===== src/rtl/systolic_pkg.sv =====
// Shared types and defaults for the systolic-array sequencer and its array.
package systolic_pkg;

  typedef enum logic [1:0] {
    ST_IDLE    = 2'd0,
    ST_RUN     = 2'd1,
    ST_COLLECT = 2'd2,
    ST_READ    = 2'd3
  } seq_state_t;

  localparam int unsigned DEF_LANES = 4;
  localparam int unsigned DEF_DW    = 8;
  localparam int unsigned DEF_OUT_W = 64;
  localparam int unsigned DEF_DEPTH = 8;

  function automatic int unsigned calc_aw(input int unsigned depth);
    return $clog2(depth);
  endfunction

endpackage


===== src/rtl/seq_buf.sv =====
// DEPTH x W buffer: synchronous write, registered read port.
module seq_buf
  import systolic_pkg::*;
#(
  parameter  int unsigned DEPTH = DEF_DEPTH,
  parameter  int unsigned W     = 32,
  localparam int unsigned AW    = calc_aw(DEPTH)
) (
  input  logic          clk,
  input  logic          rst,
  input  logic          we,
  input  logic [AW-1:0] waddr,
  input  logic [W-1:0]  wdata,
  input  logic          re,
  input  logic [AW-1:0] raddr,
  output logic [W-1:0]  rdata
);

  logic [W-1:0] mem [DEPTH];

  // Storage itself is never reset; only the read register is.
  always_ff @(posedge clk) begin
    if (we) mem[waddr] <= wdata;
  end

  always_ff @(posedge clk or posedge rst) begin
    if (rst)     rdata <= '0;
    else if (re) rdata <= mem[raddr];
  end

endmodule


===== src/rtl/systolic_seq.sv =====
// Sequencer: buffers input rows, streams them to the array, collects results, serves reads.
module systolic_seq
  import systolic_pkg::*;
#(
  parameter int unsigned LANES   = DEF_LANES,
  parameter int unsigned DW      = DEF_DW,
  parameter int unsigned OUT_W   = DEF_OUT_W,
  parameter int unsigned DEPTH   = DEF_DEPTH,
  parameter int unsigned TIMEOUT = 16
) (
  input  logic                clk,
  input  logic                rst,
  input  logic                wr_valid,
  input  logic [LANES*DW-1:0] wr_data,
  output logic                wr_ready,
  input  logic                start,
  input  logic                abort,
  output logic                busy,
  output logic                done,
  output logic                err,
  input  logic                rd_req,
  output logic                rd_valid,
  output logic [OUT_W-1:0]    rd_data,
  output logic                rd_last,
  output logic                arr_en,
  output logic [LANES*DW-1:0] arr_a,
  input  logic [OUT_W-1:0]    arr_out,
  input  logic                arr_out_valid
);

  localparam int unsigned IW = LANES * DW;
  localparam int unsigned AW = calc_aw(DEPTH);
  localparam int unsigned PW = AW + 1;
  localparam int unsigned TW = $clog2(TIMEOUT + 1);

  seq_state_t    state, state_nx;
  logic [PW-1:0] wr_ptr, wr_ptr_nx, len, len_nx, out_cnt, out_cnt_nx, rd_ptr, rd_ptr_nx;
  logic [PW-1:0] rd_ptr_inc, eff_cnt;
  logic [TW-1:0] tmo_cnt, tmo_nx;
  logic          err_nx, done_nx, rd_valid_nx, rd_last_nx, arr_en_nx;
  logic          wr_acc, ib_we, ib_re, ob_we, ob_re;

  assign wr_ready   = (state == ST_IDLE) && (wr_ptr != PW'(DEPTH));
  assign busy       = (state != ST_IDLE);
  assign wr_acc     = wr_valid && wr_ready && !abort;
  assign eff_cnt    = wr_ptr + PW'(wr_acc);
  assign rd_ptr_inc = rd_ptr + PW'(1);

  seq_buf #(.DEPTH(DEPTH), .W(IW)) u_ibuf (
    .clk(clk), .rst(rst),
    .we(ib_we), .waddr(wr_ptr[AW-1:0]), .wdata(wr_data),
    .re(ib_re), .raddr(rd_ptr[AW-1:0]), .rdata(arr_a)
  );

  seq_buf #(.DEPTH(DEPTH), .W(OUT_W)) u_obuf (
    .clk(clk), .rst(rst),
    .we(ob_we), .waddr(out_cnt[AW-1:0]), .wdata(arr_out),
    .re(ob_re), .raddr(rd_ptr[AW-1:0]), .rdata(rd_data)
  );

  always_ff @(posedge clk or posedge rst) begin
    if (rst) begin
      state    <= ST_IDLE;
      wr_ptr   <= '0;
      len      <= '0;
      out_cnt  <= '0;
      rd_ptr   <= '0;
      tmo_cnt  <= '0;
      err      <= 1'b0;
      done     <= 1'b0;
      rd_valid <= 1'b0;
      rd_last  <= 1'b0;
      arr_en   <= 1'b0;
    end else begin
      state    <= state_nx;
      wr_ptr   <= wr_ptr_nx;
      len      <= len_nx;
      out_cnt  <= out_cnt_nx;
      rd_ptr   <= rd_ptr_nx;
      tmo_cnt  <= tmo_nx;
      err      <= err_nx;
      done     <= done_nx;
      rd_valid <= rd_valid_nx;
      rd_last  <= rd_last_nx;
      arr_en   <= arr_en_nx;
    end
  end

  always_comb begin
    state_nx    = state;
    wr_ptr_nx   = wr_ptr;
    len_nx      = len;
    out_cnt_nx  = out_cnt;
    rd_ptr_nx   = rd_ptr;
    tmo_nx      = tmo_cnt;
    err_nx      = err;
    done_nx     = 1'b0;
    rd_valid_nx = 1'b0;
    rd_last_nx  = 1'b0;
    arr_en_nx   = 1'b0;
    ib_we       = 1'b0;
    ib_re       = 1'b0;
    ob_we       = 1'b0;
    ob_re       = 1'b0;

    // Results are only expected while a run is in flight; anything else is an error.
    if (arr_out_valid) begin
      if ((state == ST_RUN || state == ST_COLLECT) && (out_cnt < len)) begin
        ob_we      = 1'b1;
        out_cnt_nx = out_cnt + PW'(1);
      end else begin
        err_nx = 1'b1;
      end
    end

    case (state)
      ST_IDLE: begin
        if (wr_acc) begin
          ib_we     = 1'b1;
          wr_ptr_nx = wr_ptr + PW'(1);
        end
        if (start && (eff_cnt != '0)) begin
          len_nx     = eff_cnt;
          err_nx     = 1'b0;
          rd_ptr_nx  = '0;
          out_cnt_nx = '0;
          state_nx   = ST_RUN;
        end
      end
      ST_RUN: begin
        ib_re     = 1'b1;
        arr_en_nx = 1'b1;
        rd_ptr_nx = rd_ptr_inc;
        tmo_nx    = '0;
        if (rd_ptr_inc == len) begin
          rd_ptr_nx = '0;
          state_nx  = ST_COLLECT;
        end
      end
      ST_COLLECT: begin
        if (out_cnt == len) begin
          done_nx  = 1'b1;
          state_nx = ST_READ;
        end else if (arr_out_valid) begin
          tmo_nx = '0;
        end else if (tmo_cnt == TW'(TIMEOUT - 1)) begin
          err_nx   = 1'b1;
          done_nx  = 1'b1;
          state_nx = ST_READ;
        end else begin
          tmo_nx = tmo_cnt + TW'(1);
        end
      end
      ST_READ: begin
        if (rd_last || (out_cnt == '0)) begin
          wr_ptr_nx = '0;
          state_nx  = ST_IDLE;
        end else if (rd_req && (rd_ptr < out_cnt)) begin
          ob_re       = 1'b1;
          rd_valid_nx = 1'b1;
          rd_last_nx  = (rd_ptr_inc == out_cnt);
          rd_ptr_nx   = rd_ptr_inc;
        end
      end
      default: state_nx = ST_IDLE;
    endcase

    // Abort wins over everything; the error flag survives it.
    if (abort) begin
      state_nx    = ST_IDLE;
      wr_ptr_nx   = '0;
      rd_ptr_nx   = '0;
      out_cnt_nx  = '0;
      len_nx      = len;
      tmo_nx      = '0;
      err_nx      = err;
      done_nx     = 1'b0;
      rd_valid_nx = 1'b0;
      rd_last_nx  = 1'b0;
      arr_en_nx   = 1'b0;
      ib_we       = 1'b0;
      ib_re       = 1'b0;
      ob_we       = 1'b0;
      ob_re       = 1'b0;
    end
  end

endmodule


===== config.mk =====
export PLATFORM = sky130hd
export DESIGN_NAME = systolic_seq
export DESIGN_NICKNAME = d
export VERILOG_FILES = /design/src/rtl/systolic_pkg.sv /design/src/rtl/seq_buf.sv /design/src/rtl/systolic_seq.sv
export SDC_FILE = /design/constraint.sdc
export NUM_CORES = 1
export LEC_CHECK = 0
export ABC_CLOCK_PERIOD_IN_PS = 15500
export BUFFER_PORTS_ARGS = -buffer_cell sky130_fd_sc_hd__clkbuf_2
export CAP_MARGIN = 20
export CORE_MARGIN = 4
export CORE_UTILIZATION = 42
export DETAILED_ROUTE_END_ITERATION = 7
export RECOVER_POWER = 100
export SYNTH_ARGS = -nofsm -noshare
export SYNTH_HDL_FRONTEND = slang
export SYNTH_SLANG_ARGS = --single-unit

===== constraint.sdc =====
create_clock -name clk -period 15.5 [get_ports clk]
set_input_delay 3.1 -clock clk [delete_from_list [all_inputs] [get_ports clk]]
set_output_delay 3.1 -clock clk [all_outputs]
set_load 0.02 [all_outputs]

==> flow_metrics.tcl, run 1 <==
set metrics [dict create \
    outcome "finished with violations" \
    violations "max-capacitance violations, max-slew violations" \
    die_h_um 292 \
    rsz0062_at_grt "no" \
    drc 0 \
    hold_violations 0 \
    post-place-ws_ns 9.70 \
    grt_max_degree 115 \
    hold_path_class "reg2reg" \
    fp-row-count 103 \
    ys_async_sr_fraction_pct 13.9 \
    core_mm2 0.0795 \
    h-tree-depth 3 \
    critical_path_class "in2async" \
    p_leak_uw 0.0126 \
    fin_skew_ns 0.0225 \
    die_w_um 292 \
    max_slew.worst_pin.slew_ns 4.22 \
    antenna_left 0 \
    fin_nets 2129 \
    syn-instance-count 1755 \
    end_kind "asynchronous set/reset pin" \
    postCtsHoldBufs 0 \
    clk-insertion-delay-late_ns 0.64 \
    syn_to_final_growth_pct 15.0 \
    maxCapViolCount 24 \
    crit_arrival_ns 8.56 \
    power_density_mw_per_mm2 154 \
    yosysWarnings 0 \
    syn_area_mm2 0.0339 \
    max_freq_ghz 0.114 \
    grt_pass1_wl_mm 113 \
    clock_sinks 892 \
    io_pins 206 \
    clkTransAtPathRegs_ns 0.06 \
    place_hpwl_mm 40.8 \
    wl_per_cell_um 23.6 \
    final_cell_mix "edfxtp_1 (768), clkbuf_1 (260), nand2_1 (213), mux4_2 (192), dfrtp_1 (121)" \
    period_share_pct 56.8 \
    initial_core_util_pct 42.6 \
    grtUsageTotal_pct 17.4 \
    cts-root-buf "clkbuf_16" \
    syn-num-nets 1880 \
    ir_worst_vdd_uv 100 \
    fillers 6626 \
    ys_seq_area_share_pct 77.3 \
    post_cts_buffers 0 \
    relSlewSlack_pct -181 \
    crit_fanout 68 \
    vias 16897 \
    slew_violations 1038 \
    avgSynthCellArea_um2 19.3 \
    ctsResizeCount 0 \
    drt-pass1-iter-count 5 \
    vias_per_cell 5.38 \
    worst_slack_ns 6.69 \
    drt_iter0_markers 1044 \
    io_buffers 205 \
    synth_edf_count 768 \
    required_ns 15.25 \
    setup_violations 0 \
    final_common_cell "edfxtp_1" \
    drive_gt1_share_pct 17.3 \
    ys_ff_latch 892 \
    grt_antenna_before_repair 11 \
    die_area_mm2 0.0852 \
    routed_wl_mm 74.1 \
    overflow 0 \
    grt_pass1_vias 17896 \
    cts_max_path_buffers 3 \
    setup_tns_ns 0 \
    cts_tree "built" \
    synth.distinct_cells 55 \
    place.gp.congestion 0.718 \
    cts_buffers 95 \
    r2r_slack_ns 8.56 \
    worstSetupStartpointType "primary input" \
    fin_crit_ns 8.81 \
    synth-main-ff-cell "edfxtp_1" \
]
-- where the power goes --
group          internal [µW]  switching [µW]  total [µW]
sequential              2750            65.8        2810
combinational            412             509         921
clock                   1350             911        2260
-- stage by stage --
stage	std cells	hold WS (ns)	total power (µW)	area [µm²]	utilization, %
floorplan	1755	0.475	3570	33900	-
global placement	2957	0.495	3810	36200	45.5
detailed placement	2957	0.512	3820	36200	45.5
CTS	3136	0.524	6090	39400	49.5
global route	3137	0.577	6260	39000	49.0
finish	3140	0.519	5990	39000	49.0
-- per-layer routing --
| layer | GRT usage [%] | up-vias | share of wire [%] | routed length (µm) |
|---|---|---|---|---|
| li1 | - | 7454 | - | - |
| met4 | 4.66 | 10 | 2.2 | 1600 |
| met1 | 23.0 | 8920 | 41 | 30600 |
| met2 | 29.7 | 394 | 51 | 37700 |
| met3 | 3.54 | 119 | 5.5 | 4110 |
| met5 | 0 | - | 0.085 | 63 |
-- worst paths after layout --
path	start	endpoint	depth (start not counted)
max in group clk	abort	u_obuf.rdata[52]	6
setup / recovery	rst	u_ibuf.rdata[13]	3
hold / removal	tmo_cnt[1]	tmo_cnt[1]	2
min in group asynchronous	rst	done	2
setup reg to reg	out_cnt[2]	u_obuf.rdata[52]	8
hold reg to reg	tmo_cnt[1]	tmo_cnt[1]	2
-- synth_stat cells (4+ instances only) --
| cell | count | area share (%) |
|---|---|---|
| a21oi_1 | 6 | 0.089 |
| a31oi_1 | 98 | 1.8 |
| buf_1 | 15 | 0.17 |
| buf_2 | 26 | 0.38 |
| buf_4 | 8 | 0.18 |
| clkbuf_1 | 40 | 0.44 |
| dfrtp_1 | 124 | 9.2 |
| edfxtp_1 | 768 | 68 |
| ha_1 | 22 | 0.81 |
| inv_1 | 22 | 0.24 |
| mux4_2 | 192 | 13 |
| nand2_1 | 213 | 2.4 |
| nand2b_1 | 9 | 0.17 |
| nand3_1 | 6 | 0.089 |
| nor2_1 | 117 | 1.3 |
| nor3_1 | 12 | 0.18 |
| nor4_1 | 4 | 0.074 |
| o21ai_0 | 11 | 0.16 |
| xnor2_1 | 9 | 0.23 |
| xor2_1 | 6 | 0.16 |
-- cell type report --
cell class	instances	area, µm²	share of cell area [%]
clock inverters	36	434	1.11
flip-flops and latches	892	26200	67.2
multi-input cells	749	7230	18.6
well taps	1050	1310	3.37
diodes	4	10.0	0.0257
repair buffers	242	958	2.46
inverters	24	93.8	0.241
clock buffers	143	2750	7.06
-- critical path, stage by stage --
cell and delay [ns]:
clkbuf_1 0.09, clkinvlp_2 2.19, clkbuf_1 3.10
-- registers in the layout, indices dropped and copies added (netlist names) --
signal / flops
u_obuf.mem: 512
u_ibuf.mem: 256
u_obuf.rdata: 64
u_ibuf.rdata: 32
tmo_cnt: 5
len: 4
out_cnt: 4
rd_ptr: 4
wr_ptr: 4
state: 2
arr_en: 1
done: 1
err: 1
rd_last: 1
rd_valid: 1
-- cell families (layout without fill, tap and decap cells) --
group           Yosys count  after routing  share of synthesized area, %
buf+inv                 114            445                          1.47
compound gates          138            138                          2.62
other cells               0              4                             0
fa+ha+maj                22             22                         0.813
xor+xnor                 16             16                         0.454
flops                   892            892                          77.3
simple gates            378            378                          4.53
mux                     195            195                          12.9
(Power assumes the default switching activity.)
==> run 2: changes to the inputs <==
--- a/config.mk
+++ b/config.mk
@@ -5,7 +5,8 @@
 export SDC_FILE = /design/constraint.sdc
 export NUM_CORES = 1
 export LEC_CHECK = 0
-export ABC_CLOCK_PERIOD_IN_PS = 15500
+export ABC_AREA = 1
+export ABC_CLOCK_PERIOD_IN_PS = 7900
 export BUFFER_PORTS_ARGS = -buffer_cell sky130_fd_sc_hd__clkbuf_2
 export CAP_MARGIN = 20
 export CORE_MARGIN = 4
==> constraint.sdc (replaced) <==
create_clock -name clk -period 7.9 [get_ports clk]
set_input_delay 1.58 -clock clk [delete_from_list [all_inputs] [get_ports clk]]
set_output_delay 1.58 -clock clk [all_outputs]
set_load 0.02 [all_outputs]
==> flow_metrics.tcl, run 2 <==
set metrics [dict create \
    outcome "finished with violations" \
    violations "max-capacitance violations, max-slew violations" \
    rsz0062_at_grt "no" \
    synth-xor-area-share_pct 0.204 \
    place.gp.congestion 0.774 \
    cell_internal_pwr_uw 8870 \
    p_leak_uw 0.0134 \
    post_cts_buffers 0 \
    worstSetupStartpointType "register" \
    synth-simple-area-share_pct 9.02 \
    syn_to_final_growth_pct 14.5 \
    period_share_pct 66.9 \
    synth_edf_count 768 \
    grtUsageTotal_pct 19.1 \
    muxShareOfSynthArea_pct 0 \
    avgSynthCellArea_um2 13.5 \
    clock_sinks 892 \
    max_freq_ghz 0.189 \
    die_h_um 294 \
    h-tree-depth 3 \
    yosys-top-cells-area "edfxtp_1 (67%), dfrtp_1 (9.1%), nand2_1 (4.8%)" \
    ys_top_cells_by_count "edfxtp_1 (768), nand2_1 (439), o21ai_0 (274), nor2_1 (230), dfrtp_1 (124)" \
    setup_tns_ns 0 \
    synth.distinct_cells 33 \
    drive_gt1_share_pct 6.85 \
    p_clk_share_pct 35.9 \
    place_hpwl_mm 46.9 \
    regMostFlops "u_obuf.mem" \
    overflow 0 \
    synth_most_common_cell "edfxtp_1" \
    syn-num-nets 2673 \
    seqPwrFrac_pct 44.0 \
    power_density_mw_per_mm2 323 \
    vias 21203 \
    cts_buffers 91 \
    drc 0 \
    fin_nets 2847 \
    die_w_um 294 \
    clkTransAtPathRegs_ns 0.06 \
    syn_area_mm2 0.0343 \
    end_kind "register" \
    yosysTopAreaCellShare_pct 67.3 \
    crit_fanout 105 \
    hold_violations 0 \
    slew_violations 418 \
    vias_per_cell 5.48 \
    wl_per_cell_um 21.8 \
    fin_crit_ns 5.28 \
    setup_violations 0 \
    ys_ff_latch 892 \
    fp-row-count 104 \
    synth_compound_area_share_pct 10.8 \
    largest_reg_flops 512 \
    io_buffers 205 \
    cts_max_path_buffers 3 \
    yosysWarnings 0 \
    final_common_cell "edfxtp_1" \
    post-place-ws_ns 3.44 \
    ir_worst_vdd_uv 360 \
    fin_skew_ns 0.0314 \
    max_slew.worst_pin.slew_ns 3.31 \
    syn-instance-count 2548 \
    routed_wl_mm 84.4 \
    grt_pass1_wl_mm 128 \
    switchingPower_uw 3790 \
    required_ns 8.36 \
    final_cell_mix "edfxtp_1 (768), nand2_1 (438), o21ai_0 (294), clkbuf_1 (230), nor2_1 (226)" \
    synth-main-ff-cell "edfxtp_1" \
    relSlewSlack_pct -122 \
    hold_path_class "reg2reg" \
    core_mm2 0.0807 \
    die_area_mm2 0.0863 \
    ctsResizeCount 0 \
    postCtsHoldBufs 0 \
    dpl-instance-area_mm2 0.0364 \
    grt_max_degree 199 \
    ys_async_sr_fraction_pct 13.9 \
    drt_iter0_markers 1822 \
    reg_top3 "u_obuf.mem: 512 flops, u_ibuf.mem: 256 flops, u_obuf.rdata: 64 flops" \
    switching_share_pct 30.0 \
    pwr-share-comb_pct 20.1 \
    clk-insertion-delay-late_ns 0.65 \
    antenna_left 0 \
    synth_top_family_by_area "compound AO/OA/AOI/OAI gates" \
    grt_pass1_vias 21073 \
    grt_antenna_before_repair 12 \
    design_area_mm2 0.0392 \
    cts_tree "built" \
    maxCapViolCount 16 \
    initial_core_util_pct 42.5 \
    ys_seq_area_share_pct 76.3 \
    crit_arrival_ns 5.74 \
    worst_slack_ns 2.62 \
    drt-pass1-iter-count 5 \
    synth_top_area_cell "edfxtp_1" \
    cts-root-buf "clkbuf_16" \
    io_pins 206 \
    synth_fa_ha_area_share_pct 0.803 \
    critical_path_class "reg2reg" \
]
==> run 2: cell count changes after synthesis, moves of 76 or more <==
cell and change:
a21oi_1 +111, a31oi_1 -76, mux4_2 -192, nand2_1 +226, nand3_1 +88, nor2_1 +113
o21ai_0 +263, o221ai_1 +86, o22ai_1 +105
==> run 2: path summary, 6_finish.rpt <==
check / start / end / slack [ns] / depth (start not counted)
max: rd_ptr[0] / u_obuf.rdata[36] / 2.62 / 13
min: u_obuf.rdata[21] / u_obuf.rdata[21] / 0.48 / 2
max reg2reg: rd_ptr[0] / u_obuf.rdata[36] / 2.62 / 13
min reg2reg: u_obuf.rdata[21] / u_obuf.rdata[21] / 0.48 / 2
max in group asynchronous: rst / u_obuf.rdata[63] / 2.79 / 3
min in group asynchronous: rst / u_ibuf.rdata[23] / 1.90 / 2
==> run 2: metrics by stage <==
stage | total power (µW) | util (%) | cells | hold slack, ns
2_1_floorplan | 7430 | - | 2548 | 0.475
3_3_place_gp | 8220 | 44.9 | 3677 | 0.467
3_5_place_dp | 8300 | 45.2 | 3686 | 0.473
4_1_cts | 12800 | 49.2 | 3858 | 0.488
5_1_grt | 13300 | 48.6 | 3863 | 0.495
6_report | 12700 | 48.6 | 3867 | 0.480
==> run 2: cell families after synthesis <==
group	Yosys count
xor+xnor	8
compound gates	638
simple gates	779
buf+inv	209
fa+ha+maj	22
flops	892
==> run 2: power groups by stage <==
stage / sequential [µW] / combinational, µW / clock, µW
CTS: 5570 / 2650 / 4630
detailed placement: 5670 / 2630 / 0
global placement: 5660 / 2560 / 0
finish: 5570 / 2540 / 4540
global route: 5600 / 2850 / 4840
floorplan: 5770 / 1660 / 0
==> run 2: cell type report <==
cell class / instances / area, µm²
Sequential cell: 892 / 26200
Clock inverter: 46 / 659
Timing Repair Buffer: 240 / 1080
Antenna cell: 6 / 15.0
Multi-Input combinational cell: 1447 / 7180
Clock buffer: 126 / 2610
Inverter: 50 / 201
Tap cell: 1060 / 1330
Fill cell: 6967 / 41400
==> run 2: layer usage <==
| metal | GRT usage [%] | share of wire [%] | vias up |
|---|---|---|---|
| met4 | 5.00 | 2.1 | 8 |
| met1 | 26.8 | 45 | 10661 |
| li1 | - | - | 9776 |
| met3 | 3.61 | 6.2 | 130 |
| met5 | 0 | 0.060 | - |
| met2 | 31.1 | 47 | 628 |
==> run 2: critical path: stages (launching register included) <==
cell      delay [ns]
dfrtp_1         0.49
inv_8           0.50
buf_4           0.76
ha_1            0.28
inv_1           0.05
nand2_1         0.07
nand2_1         0.05
nand2_1         0.05
nand3_1         0.07
nor2_1          0.20
nand2_1         0.90
clkbuf_2        1.08
nand2_1         0.27
o21ai_0         0.13
